### src/rtl/boa_bram_pkg.sv
// Shared types for the BOA block-RAM bus controller.
// The request latch is sized for the widest supported configuration.
package boa_bram_pkg;

   localparam int unsigned MAX_ALEN   = 64;
   localparam int unsigned MAX_DBYTES = 16;
   localparam int unsigned MAX_DBITS  = 128;

   typedef enum logic [1:0] {
      IDLE   = 2'd0,
      ACCESS = 2'd1,
      RESP   = 2'd2
   } state_e;

   // addr holds the decoded RAM word address, not the bus byte address
   typedef struct packed {
      logic [MAX_DBYTES-1:0] we;
      logic [MAX_ALEN-1:0]   addr;
      logic [MAX_DBITS-1:0]  wdata;
      logic                  fault;
   } req_t;

endpackage

### src/rtl/boa_bram_if.sv
// Bus-side and RAM-side signals of the BOA block-RAM controller.
// master: requester plus RAM; slave: the controller.
interface boa_bram_if
   import boa_bram_pkg::*;
#(
   parameter int unsigned alen   = 32,
   parameter int unsigned abits  = 8,
   parameter int unsigned dbytes = 4,
   parameter int unsigned blen   = 8
);
   localparam int unsigned dbits = dbytes * blen;

   logic              re;
   logic [dbytes-1:0] we;
   logic [alen-1:0]   addr;
   logic [dbits-1:0]  wdata;
   logic              ready;
   logic [dbits-1:0]  rdata;
   logic              err;
   logic [dbytes-1:0] ram_we;
   logic [abits-1:0]  ram_addr;
   logic [dbits-1:0]  ram_wdata;
   logic [dbits-1:0]  ram_rdata;

   modport master (
      output re, we, addr, wdata, ram_rdata,
      input  ready, rdata, err, ram_we, ram_addr, ram_wdata
   );

   modport slave (
      input  re, we, addr, wdata, ram_rdata,
      output ready, rdata, err, ram_we, ram_addr, ram_wdata
   );

endinterface

### src/rtl/boa_bram_decode.sv
// Address decode: alignment and region check, word address extraction.
// Purely combinational.
module boa_bram_decode
   import boa_bram_pkg::*;
#(
   parameter int unsigned     alen      = 32,
   parameter int unsigned     abits     = 8,
   parameter int unsigned     dbytes    = 4,
   parameter logic [alen-1:0] base_addr = '0
) (
   input  logic [alen-1:0]  addr,
   output logic             fault,
   output logic [abits-1:0] waddr
);

   localparam int unsigned LSB = $clog2(dbytes);
   localparam int unsigned TOP = abits + LSB;

   logic misalign;
   logic outside;

   if (LSB > 0) begin : g_align
      assign misalign = |addr[LSB-1:0];
   end else begin : g_no_align
      assign misalign = 1'b0;
   end

   // the region fills the whole bus space when TOP reaches alen
   if (TOP < alen) begin : g_range
      assign outside = addr[alen-1:TOP] != base_addr[alen-1:TOP];
   end else begin : g_no_range
      assign outside = 1'b0;
   end

   assign waddr = addr[TOP-1:LSB];
   assign fault = misalign | outside;

endmodule

### src/rtl/boa_bram_ctrl.sv
// Bus-to-block-RAM controller: IDLE -> ACCESS -> RESP, one access per
// three cycles, faulting accesses never reach the RAM.
module boa_bram_ctrl
   import boa_bram_pkg::*;
#(
   parameter int unsigned     alen      = 32,
   parameter int unsigned     abits     = 8,
   parameter int unsigned     dbytes    = 4,
   parameter int unsigned     blen      = 8,
   parameter logic [alen-1:0] base_addr = '0
) (
   input logic      clk,
   input logic      rst_n,
   boa_bram_if.slave bus
);

   localparam int unsigned dbits = dbytes * blen;

   state_e state_q, state_d;
   req_t   req_q, req_d;

   logic             dec_fault;
   logic [abits-1:0] dec_waddr;
   logic             req_any;
   logic             in_access;
   logic             in_resp;
   logic             is_write;
   logic             unused_req;

   boa_bram_decode #(
      .alen      (alen),
      .abits     (abits),
      .dbytes    (dbytes),
      .base_addr (base_addr)
   ) u_decode (
      .addr  (bus.addr),
      .fault (dec_fault),
      .waddr (dec_waddr)
   );

   assign req_any = bus.re | (|bus.we);

   always_comb begin
      state_d = state_q;
      req_d   = req_q;
      unique case (state_q)
         IDLE: begin
            if (req_any) begin
               state_d     = ACCESS;
               req_d.we    = MAX_DBYTES'(bus.we);
               req_d.addr  = MAX_ALEN'(dec_waddr);
               req_d.wdata = MAX_DBITS'(bus.wdata);
               req_d.fault = dec_fault;
            end
         end
         ACCESS:  state_d = RESP;
         RESP:    state_d = IDLE;
         default: state_d = IDLE;
      endcase
   end

   always_ff @(posedge clk or negedge rst_n) begin
      if (!rst_n) begin
         state_q <= IDLE;
         req_q   <= '0;
      end else begin
         state_q <= state_d;
         req_q   <= req_d;
      end
   end

   assign in_access = state_q == ACCESS;
   assign in_resp   = state_q == RESP;
   // any enabled byte makes it a write, even with re also set
   assign is_write  = |req_q.we[dbytes-1:0];

   always_comb begin
      bus.ready  = in_resp;
      bus.err    = in_resp & req_q.fault;
      bus.rdata  = '0;
      bus.ram_we = '0;
      if (in_resp && !req_q.fault && !is_write)
         bus.rdata = bus.ram_rdata;
      if (in_access && !req_q.fault)
         bus.ram_we = req_q.we[dbytes-1:0];
   end

   assign bus.ram_addr  = req_q.addr[abits-1:0];
   assign bus.ram_wdata = req_q.wdata[dbits-1:0];

   assign unused_req = ^req_q;

endmodule

### src/flat_wrapper.sv
// flat-port wrapper written by rule: the top's interface ports become plain ports
module boa_bram_ctrl_flat import boa_bram_pkg::*;
#(
   parameter int unsigned     alen      = 32,
   parameter int unsigned     abits     = 8,
   parameter int unsigned     dbytes    = 4,
   parameter int unsigned     blen      = 8,
   parameter logic [alen-1:0] base_addr = '0
)
  (clk, rst_n, bus_re, bus_we, bus_addr, bus_wdata, bus_ram_rdata, bus_ready, bus_rdata, bus_err, bus_ram_we, bus_ram_addr, bus_ram_wdata);
  boa_bram_if #(.alen(alen), .abits(abits), .dbytes(dbytes), .blen(blen)) bus_i ();
  input logic clk;
  input logic rst_n;
  input wire logic [$bits(bus_i.re)-1:0] bus_re;
  input wire logic [$bits(bus_i.we)-1:0] bus_we;
  input wire logic [$bits(bus_i.addr)-1:0] bus_addr;
  input wire logic [$bits(bus_i.wdata)-1:0] bus_wdata;
  input wire logic [$bits(bus_i.ram_rdata)-1:0] bus_ram_rdata;
  output wire logic [$bits(bus_i.ready)-1:0] bus_ready;
  output wire logic [$bits(bus_i.rdata)-1:0] bus_rdata;
  output wire logic [$bits(bus_i.err)-1:0] bus_err;
  output wire logic [$bits(bus_i.ram_we)-1:0] bus_ram_we;
  output wire logic [$bits(bus_i.ram_addr)-1:0] bus_ram_addr;
  output wire logic [$bits(bus_i.ram_wdata)-1:0] bus_ram_wdata;
  assign bus_i.re = bus_re;
  assign bus_i.we = bus_we;
  assign bus_i.addr = bus_addr;
  assign bus_i.wdata = bus_wdata;
  assign bus_i.ram_rdata = bus_ram_rdata;
  assign bus_ready = bus_i.ready;
  assign bus_rdata = bus_i.rdata;
  assign bus_err = bus_i.err;
  assign bus_ram_we = bus_i.ram_we;
  assign bus_ram_addr = bus_i.ram_addr;
  assign bus_ram_wdata = bus_i.ram_wdata;
  boa_bram_ctrl #(.alen(alen), .abits(abits), .dbytes(dbytes), .blen(blen), .base_addr(base_addr)) u_core (.clk(clk), .rst_n(rst_n), .bus(bus_i));
endmodule
### config.mk
export PLATFORM = sky130hd
export DESIGN_NAME = boa_bram_ctrl_flat
export DESIGN_NICKNAME = d
export VERILOG_FILES = /design/src/rtl/boa_bram_pkg.sv /design/src/rtl/boa_bram_if.sv /design/src/rtl/boa_bram_decode.sv /design/src/rtl/boa_bram_ctrl.sv /design/src/flat_wrapper.sv
export SDC_FILE = /design/constraint.sdc
export NUM_CORES = 1
export LEC_CHECK = 0
export ABC_AREA = 1
export CAP_MARGIN = 20
export CORE_AREA = 2 2 86 88
export DETAILED_ROUTE_END_ITERATION = 7
export DIE_AREA = 0 0 88 90
export GPL_ROUTABILITY_DRIVEN = 0
export PLACE_DENSITY = 0.86
export SLEW_MARGIN = 10
export SYNTH_ARGS = -nofsm -noshare
export SYNTH_HDL_FRONTEND = slang
export SYNTH_SLANG_ARGS = --single-unit
### constraint.sdc
create_clock -name clk -period 2.4 [get_ports clk]
set_input_delay 0.24 -clock clk [delete_from_list [all_inputs] [get_ports clk]]
set_output_delay 0.24 -clock clk [all_outputs]
set_load 0.01 [all_outputs]
## Yosys cells after proc, flatten, opt, wreduce, memory -nomap -nowiden

Index checks and enable logic that the tools add are counted.

- Flip-flop bits (word level): 47
- Bits in latches: 0
- ROM bits: 0
- Logic and storage cells: 26
- RAM bits: 0
- Memories kept: 0
- Output and inout bits: 78
- Bits of input ports: 103

- Muxes and demuxes: 4
- $mul: 0
- Div/mod/pow operators: 0
- Reduce and logical (&&, ||, !) cells: 11
- Shift-type cells: 0
- Equal/unequal tests: 3
- $lt $le $gt $ge: 0
- Bitwise logic cells: 3
- Add/sub/neg operators: 0

Operator list:

| cell | count |
|---|---|
| $mux W32 | 1 |
| $reduce_bool A22 Y1 | 1 |
| $reduce_or A4 Y1 | 2 |
| $mux W4 | 1 |
| $pmux W2 S2 | 1 |
| $logic_and A1 B1 Y1 | 3 |
| $eq A2 B1 Y1 const B | 1 |
| $eq A2 B2 Y1 const B | 1 |
| $logic_not A1 Y1 | 2 |
| $logic_not A2 Y1 | 1 |
| $mux W2 | 1 |
| $ne A2 B1 Y1 const B | 1 |
| $or A1 B1 Y1 | 2 |
| $reduce_and A2 Y1 | 1 |
| $reduce_or A2 Y1 | 1 |
| $and A1 B1 Y1 | 1 |

## Depth between registers and ports, before layout

Gate-level depths: netlist (run 1).

- Depth in word-level cells: 4
- Depth in mapped cells: 7

## By module

A second synthesis (run 1) with hierarchy kept.

- Cell total of the unflattened synthesis: 356
- Area total of the unflattened synthesis: 2628.8 µm²

By module, submodules not included:

| module | seq. area each (µm²) | times used | area an instance (µm²) | cells each |
|---|---|---|---|---|
| boa_bram_ctrl | 1176.1 | 1 | 2484.9 | 326 |
| boa_bram_decode | 0.0 | 1 | 143.9 | 30 |

## Worst setup path after synthesis (run 1)

No wires, ideal clock.

- Path type: reg2out
- Start: reg u_core.state_q[0]
- End: out bus_rdata[11]
- Cell stages (with the launch flop): 5
- Data required time: 2.160 ns
- Buffers on the path: 1
- Arrival time: 1.096 ns
- Path slack: 1.064 ns
- Cells stage by stage: dfrtp_1 -> nor2_2 -> nand4_4 -> buf_6 -> nor2_1

- Word-level cells in the longest chain between the ends: 4

RTL lines:

| element | line | text |
|---|---|---|
| start, declared | boa_bram_ctrl.sv:19 | `state_e state_q, state_d;` |
| start signal, assigned | boa_bram_ctrl.sv:67 | `state_q <= state_d;` |
| $eq A2 B2 Y1 | boa_bram_ctrl.sv:73 | `assign in_resp = state_q == RESP;` |
| net bus_ready | flat_wrapper.sv:19 | `output wire logic [$bits(bus_i.ready)-1:0] bus_ready;` |
| $logic_and A1 B1 Y1 (2 in series) | boa_bram_ctrl.sv:82 | `if (in_resp && !req_q.fault && !is_write)` |
| $mux W32 | boa_bram_ctrl.sv:82 |  |
| end, declared | flat_wrapper.sv:20 | `output wire logic [$bits(bus_i.rdata)-1:0] bus_rdata;` |

The timed path passes the listed nets, and every way through them passes these cells.

## Final worst setup path (run 1)

- Start: reg u_core.req_q[194] (netlist name)
- End: out bus_rdata[23]

- Word-level cells in the longest chain between the ends: 4

RTL lines:

| element | line | text |
|---|---|---|
| start, declared | boa_bram_ctrl.sv:20 | `req_t req_q, req_d;` |
| start signal, assigned | boa_bram_ctrl.sv:68 | `req_q <= req_d;` |
| $reduce_or A4 Y1 | boa_bram_ctrl.sv:75 | `assign is_write = \|req_q.we[dbytes-1:0];` |
| $logic_not A1 Y1 | boa_bram_ctrl.sv:82 |  |
| $logic_and A1 B1 Y1 | boa_bram_ctrl.sv:82 |  |
| $mux W32 | boa_bram_ctrl.sv:82 |  |

Every way passes these cells.

==> results.yml, run 1 <==
synth:
  yosysWarnings: 0
  ys_dominant_reg_cell: "dfrtp_1"
  synth-seq-cells: 47
  synthDistinctLibCells: 16
  synth.top_cells.by_count: "nand2_1 (136), dfrtp_1 (47), nor2_1 (44), buf_4 (42), inv_1 (42)"
  yosysSeqAreaShare: 0.4594
  yosysMostFrequentCell: "nand2_1"
  synth_edf_count: 0
  synth.area.top_cells: "dfrtp_1 (46%), nand2_1 (20%), buf_4 (12%), nor2_1 (6.5%), inv_1 (6.2%)"
  synth_top_area_cell: "dfrtp_1"
  avgSynthCellArea_um2: 7.485
  syn-instance-count: 342
  synthesis.nets: 445
  synth-async-reset-ratio: 1.000
  synth_top_cell_area_share: 0.4594
  syn_area_um2: 2560
layout:
  drive_gt1_frac: 0.05602
  area_delta_synth_final_pct: 64.08
  diodes: 0
  fin_cells: 581
  fillers: 623
  final_nets: 585
drt:
  drc_errors: 0
  drt_pre_antenna_iters: 4
  drtIter0Drc: 86
  wl_per_cell_um: 11.77
  num_vias: 2370
  postRouteAntennaNets: 0
  wirelength_um: 6836
  vias_per_cell: 4.079
critical_path:
  start_kind: "flip-flop"
  reg2reg_slack_ps: 930
  rr_worst_depth: 5
  reg2reg_from: "u_core.state_q[0]"
  worstReg2RegEnd: "u_core.bus.ram_addr[3]"
  cp-end-kind: "output port"
  startpoint: "u_core.req_q[194]"
  crit_required_ps: 2160
  criticalPathCategory: "reg -> out"
  cp_max_fo: 32
  cp.arrival_ps: 2000
die:
  placement_rows: 31
  fp.dieH_um: 90
  start_util: 0.3646
  core_area_um2: 7020
  ios: 181
  die_area_um2: 7920
  die_w_um: 88
timing:
  post-route-period-util: 0.9322
  final_max_slew_viol_count: 0
  fin_tns_setup_ps: 0
  max_freq_mhz: 447.0
  finClkSkew_ps: 5.433
  hold_viol_final: 0
  setup_viol_count_final: 0
  slew_headroom: 0.5315
  tightest_slew_ps: 701.8
  rsz0062_at_grt: "false"
  period_minus_slack_ps: 2237
clock_network:
  clk_pin_slew_worst_paths_ps: 90
  postCtsSetupRepairBufs: 0
  clk_path_buf_depth: 2
  htreeDepth: 2
  clk_latency_ps: 290
  cts_sinks: 47
  cts_root_buf: "clkbuf_8"
  cts_tree: "yes"
  cts_buffers: 5
place:
  portBuffers: 180
  post-dp-hpwl_um: 5396
  place_inst: 573
grt:
  grt_pass1_wl_um: 10900
  grt_pass1_vias: 2340
  track_usage: 0.1720
  antenna_found_initial: 0
  grt_overflow_total: 0
  grt_max_degree: 44
power:
  peakVddDrop_uv: 665.1
  power_per_cell_area_nw_per_um2: 937.0
  power.leakage_nw: 2.044
flow_run:
  max_cap_violations: 0
outcome:
  status: "finished, final reports clean"
hold_path:
  hold_path.class: "in -> async"
[cell usage in the layout (no fill, tap or decap)]
cell type,n
o21ai_0,3
clkinv_2,1
nor3_4,1
nand4_1,1
clkdlybuf4s50_1,179
inv_2,1
dlygate4sd3_1,1
nor3_1,1
dfrtp_1,47
nand2_2,1
buf_2,1
nand2_1,136
clkbuf_8,5
nand3_1,1
nand4_4,1
buf_4,4
clkinv_4,1
inv_1,42
nor2_1,44
nor2_2,11
[timing repair]
| item | 4_1_cts | 5_1_grt |
|---|---|---|
| endpoints found under the hold margin | 22 | 0 |
| gates resized for setup | 0 | 0 |
| hold buffers | 1 | 0 |
| setup endpoints to repair | 0 | 0 |
[report_power, final]
| part | leakage [nW] | internal (mW) | switching (mW) |
|---|---|---|---|
| Sequential | 0.573 | 1.19 | 0.240 |
| Combinational | 1.43 | 1.05 | 1.00 |
| Clock | 0.0440 | 0.199 | 0.258 |
[area by class of cell]
class / instances / area (um2) / share of cell area
inverters: 43 / 161.4 / 0.03843
clock inverters: 2 / 13.76 / 0.003277
well taps: 99 / 123.9 / 0.02949
clock buffers: 5 / 68.82 / 0.01638
multi-input cells: 200 / 819.5 / 0.1951
repair buffers: 185 / 1837 / 0.4373
flip-flops and latches: 47 / 1176 / 0.2800
[per-stage QoR]
| stage | power (mW) | hold slack [ps] | util | area [um2] | setup slack (ps) |
|---|---|---|---|---|---|
| CTS | 3.996 | 458.1 | 0.5983 | 4200 | 166.4 |
| global route | 4.262 | 464.8 | 0.5983 | 4200 | 70.09 |
| detailed placement | 3.519 | 237.2 | 0.5851 | 4108 | 502.2 |
| global placement | 3.442 | 226.4 | 0.5851 | 4108 | 541.9 |
| finish | 3.936 | 456.4 | 0.5983 | 4200 | 162.7 |
| floorplan | 2.891 | -55.59 | - | 2560 | 1064 |
[worst max-delay path: stages (launching register included)]
cell	delay, ps
dfrtp_1	430
nor3_4	230
nand4_4	80
buf_4	250
nor2_1	150
clkdlybuf4s50_1	550
[state kept, by name (all words and copies together), names as in the netlist]
name and cells:
u_core.state_q 2, u_core.req_q 5, u_core.bus.ram_addr 8, u_core.bus.ram_wdata 32
[layer usage]
metal / share of wire / routed length [um] / vias to the layer above / global-route usage
li1: - / - / 1225 / -
met1: 0.42 / 2904 / 1047 / 0.2019
met2: 0.49 / 3370 / 89 / 0.3030
met3: 0.070 / 476 / 9 / 0.05234
met4: 0.012 / 85 / 0 / 0.03974
met5: 0 / 0 / - / 0
[cells by family after synthesis]
family | synth area share
buffers and inverters | 0.2204
and+or+nand+nor | 0.3143
DFF | 0.4594
AOI/OAI and AO/OA | 0.005863
[worst max-delay path by stage]
| stage | to | depth (start not counted) |
|---|---|---|
| final | bus_rdata[23] | 5 |
| after global placement | bus_rdata[22] | 5 |
| after CTS | bus_rdata[0] | 5 |
| after global routing | bus_rdata[13] | 5 |
| after detailed placement | bus_rdata[0] | 5 |
| after floorplan | bus_rdata[11] | 4 |
(Power assumes the default switching activity.)
==> run 2, diff against run 1 <==
CELL_PAD_IN_SITES_DETAIL_PLACEMENT = 0   (was not set)
CELL_PAD_IN_SITES_GLOBAL_PLACEMENT = 1   (was not set)
CORE_AREA = 2 2 105 107   (was 2 2 86 88)
DIE_AREA = 0 0 107 109   (was 0 0 88 90)
==> run 2 against run 1 <==
  * Sequential share of layout area shrank 0.68 points
  * Cell count increased by 7.4%
  * Clock power grew 21%
  * Routed wire length is 5.0% higher
  * First-iteration DRC count down 10%
  * Core utilization is 19 points lower
  * Critical path type unchanged
  * Largest power group unchanged
==> results.yml, run 2 (synthesis gave the netlist of run 1 again) <==
critical_path:
  criticalPathCategory: "reg -> out"
  startpoint: "u_core.req_q[194]"
  crit_slowest_cell: "clkdlybuf4s50_1"
  start_kind: "flip-flop"
  cp.arrival_ps: 2060
  reg2reg_slack_ps: 920
  reg2reg_from: "u_core.state_q[0]"
  crit_chain: "nor3_4 -> nand4_4 -> buf_4 -> nor2_1 -> clkdlybuf4s50_1"
  rr_worst_depth: 5
  critical_path_buf_inv_count: 2
  crit_required_ps: 2160
  worst_path_largest_cell_delay_ps: 550
  path_depth: 5
  critical_path.top_delay_family: "buffers and inverters"
  cp-end-kind: "output port"
  worstReg2RegEnd: "u_core.bus.ram_wdata[31]"
  cp_max_fo: 8
timing:
  rsz0062_at_grt: "true"
  period_minus_slack_ps: 2297
  tightest_slew_ps: 742.4
  post-route-period-util: 0.9572
  setup_viol_count_final: 0
  slew_headroom: 0.5043
  whs_ps: 474.1
  final_max_slew_viol_count: 0
  max_freq_mhz: 435.3
  hold_viol_final: 0
  finClkSkew_ps: 8.421
power:
  power.leakage_nw: 2.060
  peakVddDrop_uv: 475.4
  power_per_cell_area_nw_per_um2: 945.2
  p_total_mw: 4.069
hold_path:
  holdCritStartpoint: "u_core.state_q[1]"
  holdPathEnd: "u_core.state_q[1]"
  hold_path.class: "reg -> reg"
  min_path_cells: 1
drt:
  drt_pre_antenna_iters: 4
  vias_per_cell: 3.854
  drtIter0Drc: 77
  drc_errors: 0
  postRouteAntennaNets: 0
  wirelength_um: 7177
  wl_per_cell_um: 11.50
  num_vias: 2405
place:
  post-dp-hpwl_um: 5367
  portBuffers: 180
layout:
  layout_common_cells: "clkdlybuf4s50_1 (179), nand2_1 (136), dfrtp_1 (47), nor2_1 (44), inv_1 (42)"
  largest_register_ffs: 32
  diodes: 0
  drive_gt1_frac: 0.05785
  final_common_cell: "clkdlybuf4s50_1"
  final_nets: 587
  utilization: 0.4061
  area_delta_synth_final_pct: 68.18
die:
  fp.dieH_um: 109
  placement_rows: 38
  ios: 181
  die_area_um2: 11660
  core_area_um2: 10600
  die_w_um: 107
  start_util: 0.2414
clock_network:
  cts_sinks: 47
  cts_tree: "yes"
  cts_root_buf: "clkbuf_8"
  clk_latency_ps: 290
  cts_buffers: 5
  clk_path_buf_depth: 2
  htreeDepth: 2
  clk_pin_slew_worst_paths_ps: 80
grt:
  grt_pass1_vias: 2426
  track_usage: 0.1201
  antenna_found_initial: 0
  grt_max_degree: 49
  grt_pass1_wl_um: 11430
  grt_overflow_total: 0
outcome:
  status: "finished, final reports clean"
flow_run:
  max_cap_violations: 0
==> run 2: changes by cell type in the layout (fill, tap and decap cells not counted) <==
cell	delta
buf_4	+1
bufinv_16	+1
clkbuf_1	+1
clkinv_2	-1
clkinv_4	-1
nand4_4	+1
nor2_2	-1
nor2_4	+1
==> run 2: layout make-up <==
class | instances | area (um2)
clock buffer | 6 | 72.57
clock inverter | 1 | 30.03
fill | 1091 | 6297
inverter | 43 | 161.4
multi-input combinational | 201 | 845.8
sequential | 47 | 1176
tap | 140 | 175.2
timing repair buffer | 186 | 1844
==> run 2: how the worst max path moves through the flow <==
stage / end
6_report: bus_rdata[11]
3_3_place_gp: bus_rdata[7]
2_1_floorplan: bus_rdata[11]
4_1_cts: bus_rdata[11]
5_1_grt: bus_rdata[13]
3_5_place_dp: bus_rdata[13]
==> run 2: worst reg2reg max path: stages (launching register included) <==
cell and delay, ps:
dfrtp_1 430, nor2_1 160, nand2_2 80, inv_2 540
nand2_1 130, nand2_1 90
==> run 2: repair_timing <==
| action | CTS | global route |
|---|---|---|
| resized for setup | 1 | 1 |
| setup endpoints to repair | 17 | 13 |
| gates cloned | 1 | 0 |
| buffers inserted | 0 | 3 |
| hold buffers | 1 | 0 |
| endpoints found under the hold margin | 25 | 0 |
| pin swaps | 0 | 1 |
==> run 2: through the flow <==
| stage | instance area, um2 | setup TNS (ps) | setup slack [ps] | cells |
|---|---|---|---|---|
| floorplan | 2560 | 0 | 1064 | 342 |
| global placement | 4144 | 0 | 365.2 | 612 |
| detailed placement | 4144 | 0 | 300.6 | 612 |
| CTS | 4278 | 0 | 82.90 | 621 |
| global route | 4305 | -31.27 | -16.59 | 624 |
| finish | 4305 | 0 | 102.7 | 624 |
==> run 2: power by group <==
group	total, mW	internal [mW]	switching [mW]
Sequential	1.43	1.19	0.240
Clock	0.552	0.306	0.247
Combinational	2.09	1.04	1.04
Total	4.07	2.54	1.53
==> run 2: per-layer routing <==
layer  vias to the layer above  track usage  routed length (um)
met5                         -            0                   0
met4                         0      0.02226                  38
met3                         4      0.03885                 684
met2                       105       0.2170                3560
met1                      1065       0.1405                2894
li1                       1231            -                   -
==> run 3, diff against run 2 <==
--- a/config.mk
+++ b/config.mk
@@ -15,3 +15,3 @@
 export GPL_ROUTABILITY_DRIVEN = 0
-export PLACE_DENSITY = 0.86
+export PLACE_DENSITY_LB_ADDON = 0.12
 export SLEW_MARGIN = 10
==> constraint.sdc (replaced) <==
create_clock -name clk -period 2.4 [get_ports clk]
set_input_delay 0.48 -clock clk [delete_from_list [all_inputs] [get_ports clk]]
set_output_delay 0.48 -clock clk [all_outputs]
set_load 0.01 [all_outputs]
==> run 3 against run 2 <==
  * Clock-buffer cell count is 1 lower
  * Register-to-register slack better by 30 ps
  * Largest cell class unchanged
  * Via count is 3.0% lower
  * Highest routed layer unchanged
  * Design area is 0.35% higher
  * Flip-flop and latch count stayed put
  * Sequential power hardly changed
  * Non-clock buffer count is 2 lower
  * Core utilization is 0.14 points higher
  * Global-route usage is 0.86 points higher
  * Routed wire length is 5.6% higher
==> results.yml, run 3 (synthesis gave the netlist of run 1 again) <==
critical_path:
  startpoint: "u_core.state_q[0]"
  reg2reg_from: "u_core.state_q[0]"
  start_kind: "flip-flop"
  cp_max_fo: 4
  critPathMostFrequentCell: "nor2_1"
  worst_path_largest_cell_delay_ps: 580
  crit_chain: "inv_1 -> nor2_1 -> nand2_1 -> nor2_1 -> clkdlybuf4s50_1"
  cp-end-kind: "output port"
  rr_worst_depth: 5
  critical_path.top_delay_family: "buffers and inverters"
  worstReg2RegEnd: "u_core.bus.ram_wdata[1]"
  reg2reg_slack_ps: 950
  criticalPathCategory: "reg -> out"
  crit_slowest_cell: "clkdlybuf4s50_1"
  cp.arrival_ps: 1700
  crit_required_ps: 1920
  critical_path_buf_inv_count: 2
place:
  pre_cts_ws_ps: 274.6
  post-dp-hpwl_um: 5786
  portBuffers: 180
  place_inst: 614
clock_network:
  htreeDepth: 2
  ctsHoldBuffers: 0
  cts_root_buf: "clkbuf_8"
  clk_pin_slew_worst_paths_ps: 90
  clk_latency_ps: 300
  cts_buffers: 5
  clk_path_buf_depth: 2
  cts_tree: "yes"
  cts_sinks: 47
die:
  fp.dieH_um: 109
  core_area_um2: 10600
  placement_rows: 38
  ios: 181
  die_area_um2: 11660
  start_util: 0.2414
  die_w_um: 107
layout:
  final_common_cell: "clkdlybuf4s50_1"
  diodes: 0
  largest_register_ffs: 32
  utilization: 0.4075
  final_nets: 584
  fin_cells: 621
  area_delta_synth_final_pct: 68.77
  drive_gt1_frac: 0.05613
  layout_common_cells: "clkdlybuf4s50_1 (147), nand2_1 (136), dfrtp_1 (47), nor2_1 (44), inv_1 (42)"
drt:
  wirelength_um: 7580
  postRouteAntennaNets: 0
  drtIter0Drc: 102
  num_vias: 2332
  wl_per_cell_um: 12.21
  vias_per_cell: 3.755
  drc_errors: 0
  drt_pre_antenna_iters: 4
timing:
  finClkSkew_ps: 7.465
  final_max_slew_viol_count: 0
  slew_headroom: 0.5296
  rsz0062_at_grt: "false"
  period_minus_slack_ps: 2178
  post-route-period-util: 0.9073
  setup_viol_count_final: 0
  layout_setup_ws_ps: 222.4
  max_freq_mhz: 459.2
  fin_tns_setup_ps: 0
  tightest_slew_ps: 704.6
  hold_viol_final: 0
hold_path:
  hold_path.class: "in -> async"
grt:
  grt_overflow_total: 0
  grt_max_degree: 48
  grt_pass1_vias: 2291
  track_usage: 0.1287
  antenna_found_initial: 0
  grt_pass1_wl_um: 11700
outcome:
  status: "finished, final reports clean"
flow_run:
  max_cap_violations: 0
power:
  power.leakage_nw: 2.551
  peakVddDrop_uv: 546.1
  power_per_cell_area_nw_per_um2: 912.7
  p_total_mw: 3.943
## run 3: worst max path at each step
stage | to | slack, ps | cells past startpoint
5_1_grt | bus_ram_we[3] | 70 | 5
4_1_cts | bus_rdata[24] | 1 | 5
2_1_floorplan | bus_rdata[11] | 820 | 4
3_3_place_gp | bus_rdata[20] | 280 | 4
6_report | bus_ram_we[3] | 220 | 5
3_5_place_dp | bus_rdata[12] | 270 | 4
## run 3: report_power, final
group	switching, mW	leakage, nW	total (mW)	internal [mW]
Combinational	1.00	1.93	2.05	1.04
Sequential	0.237	0.573	1.43	1.19
Clock	0.269	0.0440	0.469	0.200
Total	1.51	2.55	3.94	2.43
## run 3: timing repair
action / in CTS / in global routing
setup buffers: 0 / 0
resized for setup: 7 / 25
endpoints found under the setup margin: 7 / 25
## run 3: metal layers
layer / up-vias / global-route usage / wire length (um)
li1: 1223 / - / -
met2: 93 / 0.2257 / 3716
met1: 1010 / 0.1568 / 3251
met3: 6 / 0.03347 / 520
met4: 0 / 0.03525 / 93
met5: - / 0 / 0
## run 3: cell type report
class | count | area (um2)
well taps | 140 | 175.2
fillers | 1083 | 6282
inverters | 43 | 161.4
flip-flops and latches | 47 | 1176
clock buffers | 5 | 68.82
multi-input cells | 200 | 819.5
repair buffers | 184 | 1906
clock inverters | 2 | 13.76
## run 3: worst reg2reg max path: cells and delay by family, from the launching register on
kind	cells	cell delay [ps]
simple gates	4	450
flops	1	420
buf+inv	1	520
## run 3: through the flow
step / hold WS (ps) / cell area [um2]
2_1_floorplan: 184.4 / 2560
3_3_place_gp: 450.7 / 4184
3_5_place_dp: 455.5 / 4184
4_1_cts: 159.6 / 4258
5_1_grt: 172.3 / 4320
6_report: 155.5 / 4320
